==> config.mk <==
export PLATFORM = sky130hd
export DESIGN_NAME = wshb_mire
export DESIGN_NICKNAME = d
export VERILOG_FILES = /design/src/rtl/wshb_mire.sv
export SDC_FILE = /design/constraint.sdc
export NUM_CORES = 1
export LEC_CHECK = 0
export CAP_MARGIN = 20
export CORE_UTILIZATION = 47
export CTS_BUF_LIST = sky130_fd_sc_hd__clkbuf_4
export DETAILED_ROUTE_END_ITERATION = 10
export GPL_ROUTABILITY_DRIVEN = 0
export PLACE_DENSITY_LB_ADDON = 0.1
export SLEW_MARGIN = 40
export SYNTH_ARGS = -nofsm -noshare
export SYNTH_HDL_FRONTEND = slang
export SYNTH_SLANG_ARGS = --single-unit
==> constraint.sdc <==
create_clock -name sys_clk -period 4.4 [get_ports sys_clk]
set_input_delay 0.44 -clock sys_clk [delete_from_list [all_inputs] [get_ports sys_clk]]
set_output_delay 0.44 -clock sys_clk [all_outputs]
set_load 0.02 [all_outputs]
==> src/rtl/wshb_mire.sv <==
// Wishbone test-pattern master: writes an HDISP x VDISP framebuffer in raster order, in bursts of BURST.
// Optional macro WSHB_MIRE_GRADIENT_EN selects an x/y gradient instead of the default 16-pixel grid.
module wshb_mire #(
   parameter int HDISP = 800,
   parameter int VDISP = 480,
   parameter int BURST = 64
) (
   input  logic        sys_clk,
   input  logic        sys_rst_n,
   output logic        wshb_cyc,
   output logic        wshb_stb,
   output logic        wshb_we,
   output logic [31:0] wshb_adr,
   output logic [31:0] wshb_dat_ms,
   output logic [3:0]  wshb_sel,
   output logic [2:0]  wshb_cti,
   output logic [1:0]  wshb_bte,
   input  logic        wshb_ack,
   input  logic        wshb_err,
   input  logic        wshb_rty,
   output logic        frame_done
);

   localparam int XW = (HDISP > 1) ? $clog2(HDISP) : 1;
   localparam int YW = (VDISP > 1) ? $clog2(VDISP) : 1;
   localparam int BW = (BURST > 1) ? $clog2(BURST) : 1;
   localparam logic [XW-1:0] X_MAX = XW'(HDISP - 1);
   localparam logic [YW-1:0] Y_MAX = YW'(VDISP - 1);
   localparam logic [BW-1:0] B_MAX = BW'(BURST - 1);

   typedef enum logic [1:0] {IDLE, WRITE, PAUSE} state_t;

   state_t          state_q, state_d;
   logic [XW-1:0]   x_q, x_d;
   logic [YW-1:0]   y_q, y_d;
   logic [BW-1:0]   burst_q, burst_d;
   logic            cyc_q, frame_done_q, frame_end;
   logic [31:0]     adr_q, dat_q;
   logic [31:0]     x_ext, y_ext, pix_adr, pix_dat;

   // NOTE: every variable gets a default first so no path through the case infers a latch.
   always_comb begin
      state_d   = state_q;
      x_d       = x_q;
      y_d       = y_q;
      burst_d   = burst_q;
      frame_end = 1'b0;
      case (state_q)
         IDLE:  state_d = WRITE;
         WRITE: begin
            if (wshb_ack || wshb_err) begin
               // An err-terminated write is dropped: the pixel is consumed like an ack.
               if (x_q == X_MAX) begin
                  x_d = '0;
                  if (y_q == Y_MAX) begin
                     y_d       = '0;
                     frame_end = 1'b1;
                  end else begin
                     y_d = y_q + 1'b1;
                  end
               end else begin
                  x_d = x_q + 1'b1;
               end
               if (burst_q == B_MAX) begin
                  burst_d = '0;
                  state_d = PAUSE;
               end else begin
                  burst_d = burst_q + 1'b1;
               end
            end else if (wshb_rty) begin
               state_d = WRITE;
            end
         end
         PAUSE:   state_d = WRITE;
         default: state_d = IDLE;
      endcase
   end

   // Address and data are derived from the next pixel so they change only on acceptance.
   assign x_ext   = 32'(x_d);
   assign y_ext   = 32'(y_d);
   assign pix_adr = (y_ext * 32'(HDISP) + x_ext) << 2;
`ifdef WSHB_MIRE_GRADIENT_EN
   assign pix_dat = {8'h00, x_ext[7:0], y_ext[7:0], x_ext[7:0] ^ y_ext[7:0]};
`else
   assign pix_dat = ((x_ext[3:0] == 4'd0) || (y_ext[3:0] == 4'd0)) ? 32'h00FF_FFFF : 32'h0000_0000;
`endif

   // NOTE: sequential state uses non-blocking assignments so all registers update together.
   always_ff @(posedge sys_clk or negedge sys_rst_n) begin
      if (!sys_rst_n) begin
         state_q      <= IDLE;
         x_q          <= '0;
         y_q          <= '0;
         burst_q      <= '0;
         cyc_q        <= 1'b0;
         adr_q        <= '0;
         dat_q        <= '0;
         frame_done_q <= 1'b0;
      end else begin
         state_q      <= state_d;
         x_q          <= x_d;
         y_q          <= y_d;
         burst_q      <= burst_d;
         cyc_q        <= (state_d == WRITE);
         adr_q        <= pix_adr;
         dat_q        <= pix_dat;
         frame_done_q <= frame_end;
      end
   end

   assign wshb_cyc    = cyc_q;
   assign wshb_stb    = cyc_q;
   assign wshb_we     = 1'b1;
   assign wshb_adr    = adr_q;
   assign wshb_dat_ms = dat_q;
   assign wshb_sel    = 4'hF;
   assign wshb_cti    = 3'b000;
   assign wshb_bte    = 2'b00;
   assign frame_done  = frame_done_q;

endmodule

* Word level (Yosys, flattened, before mapping) *
Index checks and enable logic that the tools add are counted.

cells by class
  $add $sub $neg = 4
  multiply operators = 1
  eq/ne operators = 6
  muxes and demuxes = 17
  reduce and logical (&&, ||, !) cells = 7

operator list
  kind                   count
  $mux 9                 4
  $mux 10                3
  $mux 24                1
  $add 19x10->20         1
  $mul 9x5->14 const B   1
  $add 10x1->10 const B  1
  $eq 10x10->1 const B   1
  $add 9x1->9 const B    1
  $eq 9x9->1 const B     1
  $logic_not 4->1        2
  $add 6x1->6 const B    1
  $eq 6x6->1 const B     1
  $mux 2                 3
  $mux 6                 1
  $eq 2x1->1 const B     2
  $mux 1                 4
  $pmux 2 s2             1
  $eq 2x2->1 const B     1
  $logic_not 2->1        1
  $logic_or 1x1->1       2
  $reduce_and 2->1       1
  $reduce_or 2->1        1

storage, ports and cells
  flip-flop bits (word level) = 83
  input bits = 5
  output and inout port bits = 77
  word-level logic and storage cells = 43

* Longest topological paths before layout *
Gate-level depths: netlist of run 1.

  depth in word-level cells = 8
  depth in mapped cells = 21
  gate-level depth less buffers = 19

* Least setup slack after synthesis of run 1 *
No wires, ideal clock.

  path kind = register -> register
  start = register x_q[0]
  end = register adr_q[20], in the netlist wshb_adr[20]
  library setup time = 129 ps
  arrival time = 4294 ps
  required time = 4271 ps
  slack = -24 ps
  stages on the path, launching flop included = 20
  path buffers = 1
  clock period less this slack = 4424 ps
  path through = dfrtp_1 -> ha_1 -> nand4_1 -> nor4_2 -> and2_1 -> buf_4 -> nand2_1 -> o31ai_1 -> ha_1 -> ha_1 -> inv_1 -> fa_1 -> inv_1 -> ha_1 -> o21ai_0 -> a21oi_1 -> o311a_2 -> nor3_1 -> nand4_1 -> xor2_1

between the ends
  word-level cells in the longest chain between the ends = 6
  elaborated cells on any way between the ends = 10
  those cells by class = add/sub (2); mul (1); eq/ne (1); mux (6)

ends and longest elaborated chain
  item                      RTL line  source
  start: declaration        34        logic [XW-1:0] x_q, x_d;
  start signal: assignment  93        x_q <= '0;
  start signal: assignment  102       x_q <= x_d;
  $eq 10x10->1              53        if (x_q == X_MAX) begin
  $mux 9                    53
  $mux 9                    51        if (wshb_ack || wshb_err) begin
  $mux 9                    48        case (state_q)
  named net y_d[3]          35        logic [YW-1:0] y_q, y_d;
  $mul 9x5->14              82        assign pix_adr = (y_ext * 32'(HDISP) + x_ext) << 2;
  $add 19x10->20            82
  named net pix_adr[20]     39        logic [31:0] x_ext, y_ext, pix_adr, pix_dat;
  end signal: assignment    106       adr_q <= pix_adr;
  end: declaration          38        logic [31:0] adr_q, dat_q;

The timed path passes the listed nets, and every way through them passes these cells.
A chain may end at the register's enable or synchronous reset.

* Final worst setup path of run 1 *
  start = register y_q[4]
  end = register adr_q[19], in the netlist wshb_adr[19]

between the ends
  word-level cells in the longest chain between the ends = 7
  elaborated cells on any way between the ends = 8
  those cells by class = add/sub (2); mul (1); eq/ne (1); mux (4)

ends and longest elaborated chain
  item                                              RTL line  source
  start: declaration                                35
  start signal: assignment                          103       y_q <= y_d;
  $add 9x1->9 / $eq 9x9->1 (equally long branches)  59, 55
  $mux 9                                            55        if (y_q == Y_MAX) begin
  $mux 9                                            53
  $mux 9                                            51
  $mux 9 *                                          48
  $mul 9x5->14 *                                    82
  $add 19x10->20 *                                  82
  named net pix_adr[19]                             39

Mark *: on every way through the listed nets, which the timed path passes. The rest lies on a longest branch.

==> results of run 1 <==
[power groups by stage]
stage	combinational (mW)	sequential, mW	clock, mW
final	0.437	0.558	0.262
after global routing	0.486	0.572	0.290
after CTS	0.441	0.558	0.274
after detailed placement	0.439	0.567	0
after global placement	0.430	0.564	0
after floorplan	0.280	0.596	0
[state kept, by name, indices dropped and copies added (netlist names)]
| name | flops |
|---|---|
| y_q | 9 |
| frame_done | 1 |
| wshb_dat_ms | 1 |
| wshb_cyc | 1 |
| burst_q | 6 |
| state_q | 2 |
| wshb_adr | 15 |
| x_q | 10 |
[Yosys cell counts, drive strengths merged (2+ instances only)]
| cell | n |
|---|---|
| fa | 5 |
| a21o | 8 |
| nand4 | 9 |
| or2 | 3 |
| and2 | 2 |
| a21oi | 14 |
| dfrtp | 45 |
| a211oi | 3 |
| or3 | 4 |
| buf | 64 |
| or3b | 3 |
| nor3b | 2 |
| nor2 | 14 |
| nor4 | 3 |
| xor2 | 8 |
| o31a | 2 |
| nor3 | 9 |
| o311a | 2 |
| xnor2 | 21 |
| nand2 | 27 |
| clkbuf | 2 |
| conb | 2 |
| inv | 19 |
| o31ai | 3 |
| o21ai | 14 |
| ha | 42 |
| nand3b | 2 |
| nand3 | 8 |
[repair_timing]
item	in CTS	in global routing
setup buffers	0	11
pin swaps	5	29
hold buffers	0	0
endpoints found under the setup margin	6	7
resized for setup	7	38
[kinds of logic after synthesis]
| logic type | Yosys count |
|---|---|
| buffers and inverters | 85 |
| multiplexers | 1 |
| AO/OA/AOI/OAI | 55 |
| flip-flops | 45 |
| other | 2 |
| adder cells (fa/ha/maj) | 47 |
| XOR/XNOR | 29 |
| AND/OR/NAND/NOR | 92 |
[area by class of cell]
| cell class | instances | share of cell area, % |
|---|---|---|
| Sequential cell | 45 | 24.97 |
| Multi-Input combinational cell | 254 | 46.92 |
| Clock inverter | 3 | 0.9157 |
| Clock buffer | 5 | 0.8324 |
| Inverter | 19 | 1.582 |
| Timing Repair Buffer | 115 | 22.11 |
| Tap cell | 96 | 2.664 |
[worst paths after layout]
kind	from	to	slack [ps]	cells past startpoint
worst max-delay path	y_q[4]	wshb_adr[19]	130	19
worst min-delay path	sys_rst_n	x_q[4]	60	1
worst max register to register	y_q[4]	wshb_adr[19]	130	19
worst min register to register	burst_q[4]	burst_q[4]	490	1
max in group asynchronous	sys_rst_n	wshb_adr[19]	3960	1
min in group sys_clk	burst_q[4]	burst_q[4]	490	1
[per-stage QoR]
step	power (mW)	util, %	instances	hold WS (ps)	area [um^2]
floorplan	0.8756	-	384	144.4	3571
finish	1.257	64.94	537	55.63	4509
detailed placement	1.006	59.19	518	470.5	4110
CTS	1.273	60.90	526	58.35	4229
global route	1.348	64.94	537	86.68	4509
global placement	0.9931	59.15	518	464.0	4108
[metal layers]
layer,share of wire [%],vias to the layer above
met3,2.9,4
met1,42,1245
met5,0,-
li1,-,1303
met4,0.58,0
met2,54,65
[critical path, cell delays in order (launching register included)]
cell and delay, ps:
dfrtp_1 400, and3_1 200, nand4_1 130, or3b_4 410, a21o_1 180, nand2_2 110
o31a_1 170, ha_1 240, ha_1 270, inv_1 40, fa_1 480, inv_1 60
ha_4 300, o21a_4 150, and4b_4 240, a211oi_4 40, buf_6 120, nor4_4 330
nand3_2 150, xnor2_1 190
==> flow_summary_export.csv, run 1 <==
group,metric,value,unit
status,status,"completed",
timing,fin_ws,130.6,ps
global_routing,antenna_found_initial,0,
cells_and_area,syn_to_final_growth,30.30,%
worst_setup_path,crit_arrival,4560,ps
power_and_ir_drop,power_frac_comb,34.7,%
die,dieWidth,87.81,um
global_routing,met3_usage,3.016,%
synth,synthDistinctLibCells,53,
synth,synthCells,356,
synth,synth_ff_type,"dfrtp_1",
power_and_ir_drop,p_int,0.8118,mW
timing,skew,9.128,ps
global_routing,grt_overflow_total,0,
synth,synth_top_area_cell,"dfrtp_1",
synth,synth_simple_gate_area_share,14.57,%
global_routing,grt_max_degree,46,
cells_and_area,final_cell_mix,"buf_4 (63), clkdlybuf4s50_1 (49), dfrtp_1 (45)",
drt,num_vias,2617,
global_routing,grtUsageMet2,32.84,%
clocking,clockBufferDepth,2,
cells_and_area,final_layout_size_suffix_gt1_share,27.44,%
die,pin_count,82,
drt,drc,0,
die,core,6944,um^2
cells_and_area,fin_nets,492,
drt,totalWireLength,6.910,mm
drt,dr.pass1.iters,4,
timing,period_needed,4269,ps
global_routing,grt_pass1_vias,2463,
worst_setup_path,endpoint_kind,"flop",
synth,synth_mux_area_share,0.3254,%
clocking,cts_root_buf,"clkbuf_4",
power_and_ir_drop,ir_drop,147.7,uV
timing,rsz0062_at_grt,"yes",
synth,syn_area_per_cell,9.721,um^2
drt,routedWlPerCell,12.87,um
cells_and_area,seqCellArea,1126,um^2
timing,hold_viol_final,0,
synth,synthTopCellsByArea,"dfrtp_1 (33%), ha_1 (15%), buf_4 (13%), xnor2_1 (5.3%), nand2_1 (2.9%)",
cells_and_area,fillers,569,
power_and_ir_drop,seqPwrFrac,44.4,%
die,die_h,87.81,um
clocking,tritoncts,"built",
run,drv_cap,0,
place,place_ws,-342.4,ps
global_routing,grt_usage,17.68,%
cells_and_area,final_common_cell,"buf_4",
cells_and_area,multi_input_area,2116,um^2
power_and_ir_drop,p_switching,0.4453,mW
worst_setup_path,cp.required,4690,ps
synth,yosysWarnings,0,
drt,drtAntennaViolNets,0,
die,initial_core_util,49.84,%
timing,worst_pin_slew,587.4,ps
place,dp_hpwl,5.109,mm
synth,seq_area_frac_synth,32.54,%
clocking,clk_latency,360,ps
power_and_ir_drop,p_clk_share,20.9,%
worst_hold_path,holdCritPathClass,"in -> async",
clocking,cts_inserted_buffers,5,
global_routing,grtUsageMet1,20.84,%
clocking,h-tree-depth,2,
timing,setup_viol,0,
synth,synth_compound_area_share,10.88,%
power_and_ir_drop,pwr_density_cell,278.8,nW/um^2
timing,relSlewSlack,60.84,%
clocking,clock_sinks,45,
timing,drv_slew,0,
die,std_cell_rows,30,
global_routing,grt_pass1_wl,10.76,mm
timing,fmax,234.2,MHz
clocking,cts.clk_slew.worst_paths,140,ps
die,die_area,7711,um^2
synth,syn-cell-area,3461,um^2
timing,fin_setup_tns,0,ps
synth,synthXorXnorAreaFrac,7.339,%
synth,synth_fa_ha_area_share,18.08,%
cells_and_area,antennaDiodeCount,0,
worst_setup_path,crit_type,"reg -> reg",
synth,synth_top_area_share,32.54,%
synth,synth-edff-count,0,
synth,ys_seq_elements,45,
timing,final.period_utilization,97.03,%
synth,synth_top_family_by_area,"adder cells",
synth,synthArstFlopShare,100.0,%
power_and_ir_drop,swShare,35.42,%
drt,drt_iter0_drc,93,
place,numPortBuffers,50,
drt,via_per_inst,4.873,
worst_setup_path,worstPathMaxFanout,4,
global_routing,grt_busiest_layer,"met2",
worst_setup_path,start_kind,"flop",
power_and_ir_drop,leakage,2.267,nW
(Power assumes the default switching activity.)
==> inputs of run 2 (changes only) <==
- PLACE_DENSITY_LB_ADDON: 0.1 -> 0.15
==> flow_summary_export.csv, run 2 (synthesis gave the netlist of run 1 again) <==
group,metric,value,unit
worst_setup_path,regToRegSetupSlack,50,ps
drt,via_per_inst,4.861,
worst_hold_path,holdCritPathClass,"in -> async",
cells_and_area,syn_to_final_growth,28.63,%
timing,hold_viol_final,0,
global_routing,grt_max_degree,46,
cells_and_area,final_layout_size_suffix_gt1_share,27.40,%
timing,fin_setup_tns,0,ps
cells_and_area,largest_register_ffs,15,
place,numPortBuffers,50,
status,status,"completed",
worst_setup_path,worstPathMaxFanout,7,
drt,drc,0,
timing,final.period_utilization,98.89,%
clocking,tritoncts,"built",
timing,setup_viol,0,
die,dieWidth,87.81,um
worst_setup_path,start_kind,"flop",
clocking,clock_sinks,45,
cells_and_area,multi_input_area,2108,um^2
run,drv_cap,0,
power_and_ir_drop,pwr_density_cell,269.7,nW/um^2
power_and_ir_drop,report.power.total,1.201,mW
cells_and_area,fin_nets,489,
die,pin_count,82,
clocking,cts.clk_slew.worst_paths,130,ps
worst_setup_path,r2r_start,"x_q[0]",
worst_setup_path,crit_type,"reg -> reg",
timing,period_needed,4351,ps
cells_and_area,final_common_cell,"buf_4",
global_routing,grt_pass1_wl,10.94,mm
drt,routedWlPerCell,12.77,um
worst_setup_path,r2r-end,"wshb_adr[17]",
timing,worst_pin_slew,582.7,ps
cells_and_area,seqCellArea,1126,um^2
die,die_h,87.81,um
power_and_ir_drop,leakage,2.212,nW
global_routing,antenna_found_initial,0,
drt,drt_iter0_drc,102,
worst_setup_path,endpoint_kind,"flop",
timing,rsz0062_at_grt,"yes",
clocking,h-tree-depth,2,
clocking,hold_buffers,0,
cells_and_area,antennaDiodeCount,0,
drt,num_vias,2596,
die,die_area,7711,um^2
worst_setup_path,cp.required,4680,ps
drt,dr.pass1.iters,4,
clocking,clockBufferDepth,2,
worst_setup_path,rr_worst_depth,18,
global_routing,grt_usage,18.20,%
timing,relSlewSlack,61.15,%
global_routing,grt_pass1_vias,2451,
place,dp_hpwl,5.081,mm
worst_setup_path,crit_arrival,4630,ps
die,std_cell_rows,30,
drt,drtAntennaViolNets,0,
die,initial_core_util,49.84,%
clocking,cts_inserted_buffers,5,
timing,drv_slew,0,
power_and_ir_drop,ir_drop,117.3,uV
timing,skew,4.934,ps
cells_and_area,fillers,585,
cells_and_area,final_cell_mix,"buf_4 (61), clkdlybuf4s50_1 (49), dfrtp_1 (45)",
timing,fmax,229.8,MHz
clocking,cts_root_buf,"clkbuf_4",
global_routing,grt_overflow_total,0,
clocking,clk_latency,370,ps
die,core,6944,um^2
drt,totalWireLength,6.820,mm
[run 2: cell count changes in the layout (fill, tap and decap cells not counted), sizes merged]
cell / delta
buf: -3
bufinv: -1
clkinvlp: -1
clkinv: +2
[run 2: metal layers]
| layer | GRT usage [%] | vias up | share of wire, % |
|---|---|---|---|
| met5 | 0 | - | 0 |
| met4 | 5.216 | 0 | 1.8 |
| met3 | 3.959 | 11 | 2.4 |
| met2 | 31.57 | 47 | 53 |
| met1 | 22.76 | 1239 | 43 |
| li1 | - | 1299 | - |
[run 2: worst max-delay path by stage]
stage                        start           end
final                       x_q[0]  wshb_adr[17]
after detailed placement  wshb_err  wshb_adr[20]
after CTS                   x_q[0]  wshb_adr[19]
after global placement    wshb_err  wshb_adr[20]
after floorplan             x_q[0]  wshb_adr[20]
after global routing        x_q[0]  wshb_adr[17]
[run 2: report_power, final]
part / switching, mW / internal (mW)
logic: 0.245 / 0.193
clock network: 0.140 / 0.0607
registers: 0.0610 / 0.500
[run 2: cell type report]
class                   count  area share [%]
clock buffers               5          0.8432
clock inverters             3          0.3935
inverters                  19           1.602
multi-input cells         254           47.36
flip-flops and latches     45           25.30
well taps                  96           2.698
repair buffers            112           21.81
[run 2: critical path, stage by stage, from the launching register on]
cell and delay (ps):
dfrtp_1 390, ha_2 190, nand4_1 110, nor4_2 250, buf_4 170, nand2_2 60
or4b_4 530, nand2_2 100, ha_1 230, ha_1 310, fa_1 490, ha_4 210
buf_4 140, buf_4 120, or3_2 440, o22ai_4 160, nor2_1 90, buf_4 140
xor2_1 130
[run 2: metrics by stage]
step	std cells	utilization, %	hold slack (ps)	area (um^2)	setup slack [ps]
floorplan	384	-	144.4	3571	76.28
global placement	520	59.37	465.4	4123	-376.1
detailed placement	520	59.41	464.4	4125	-466.9
CTS	530	61.48	60.88	4269	6.988
global route	534	64.11	73.79	4452	-172.7
finish	534	64.11	48.75	4452	49.04
[run 2: timing repair]
action	4_1_cts	5_1_grt
endpoints found under the hold margin	0	0
pin swaps	7	15
buffers inserted	2	4
endpoints found under the setup margin	7	7
resized for setup	14	31
==> inputs of run 3 (changes only) <==
- ABC_AREA: unset -> 0
==> results of run 3 <==
Final layout, timing and power as in run 2 (identical DEF).
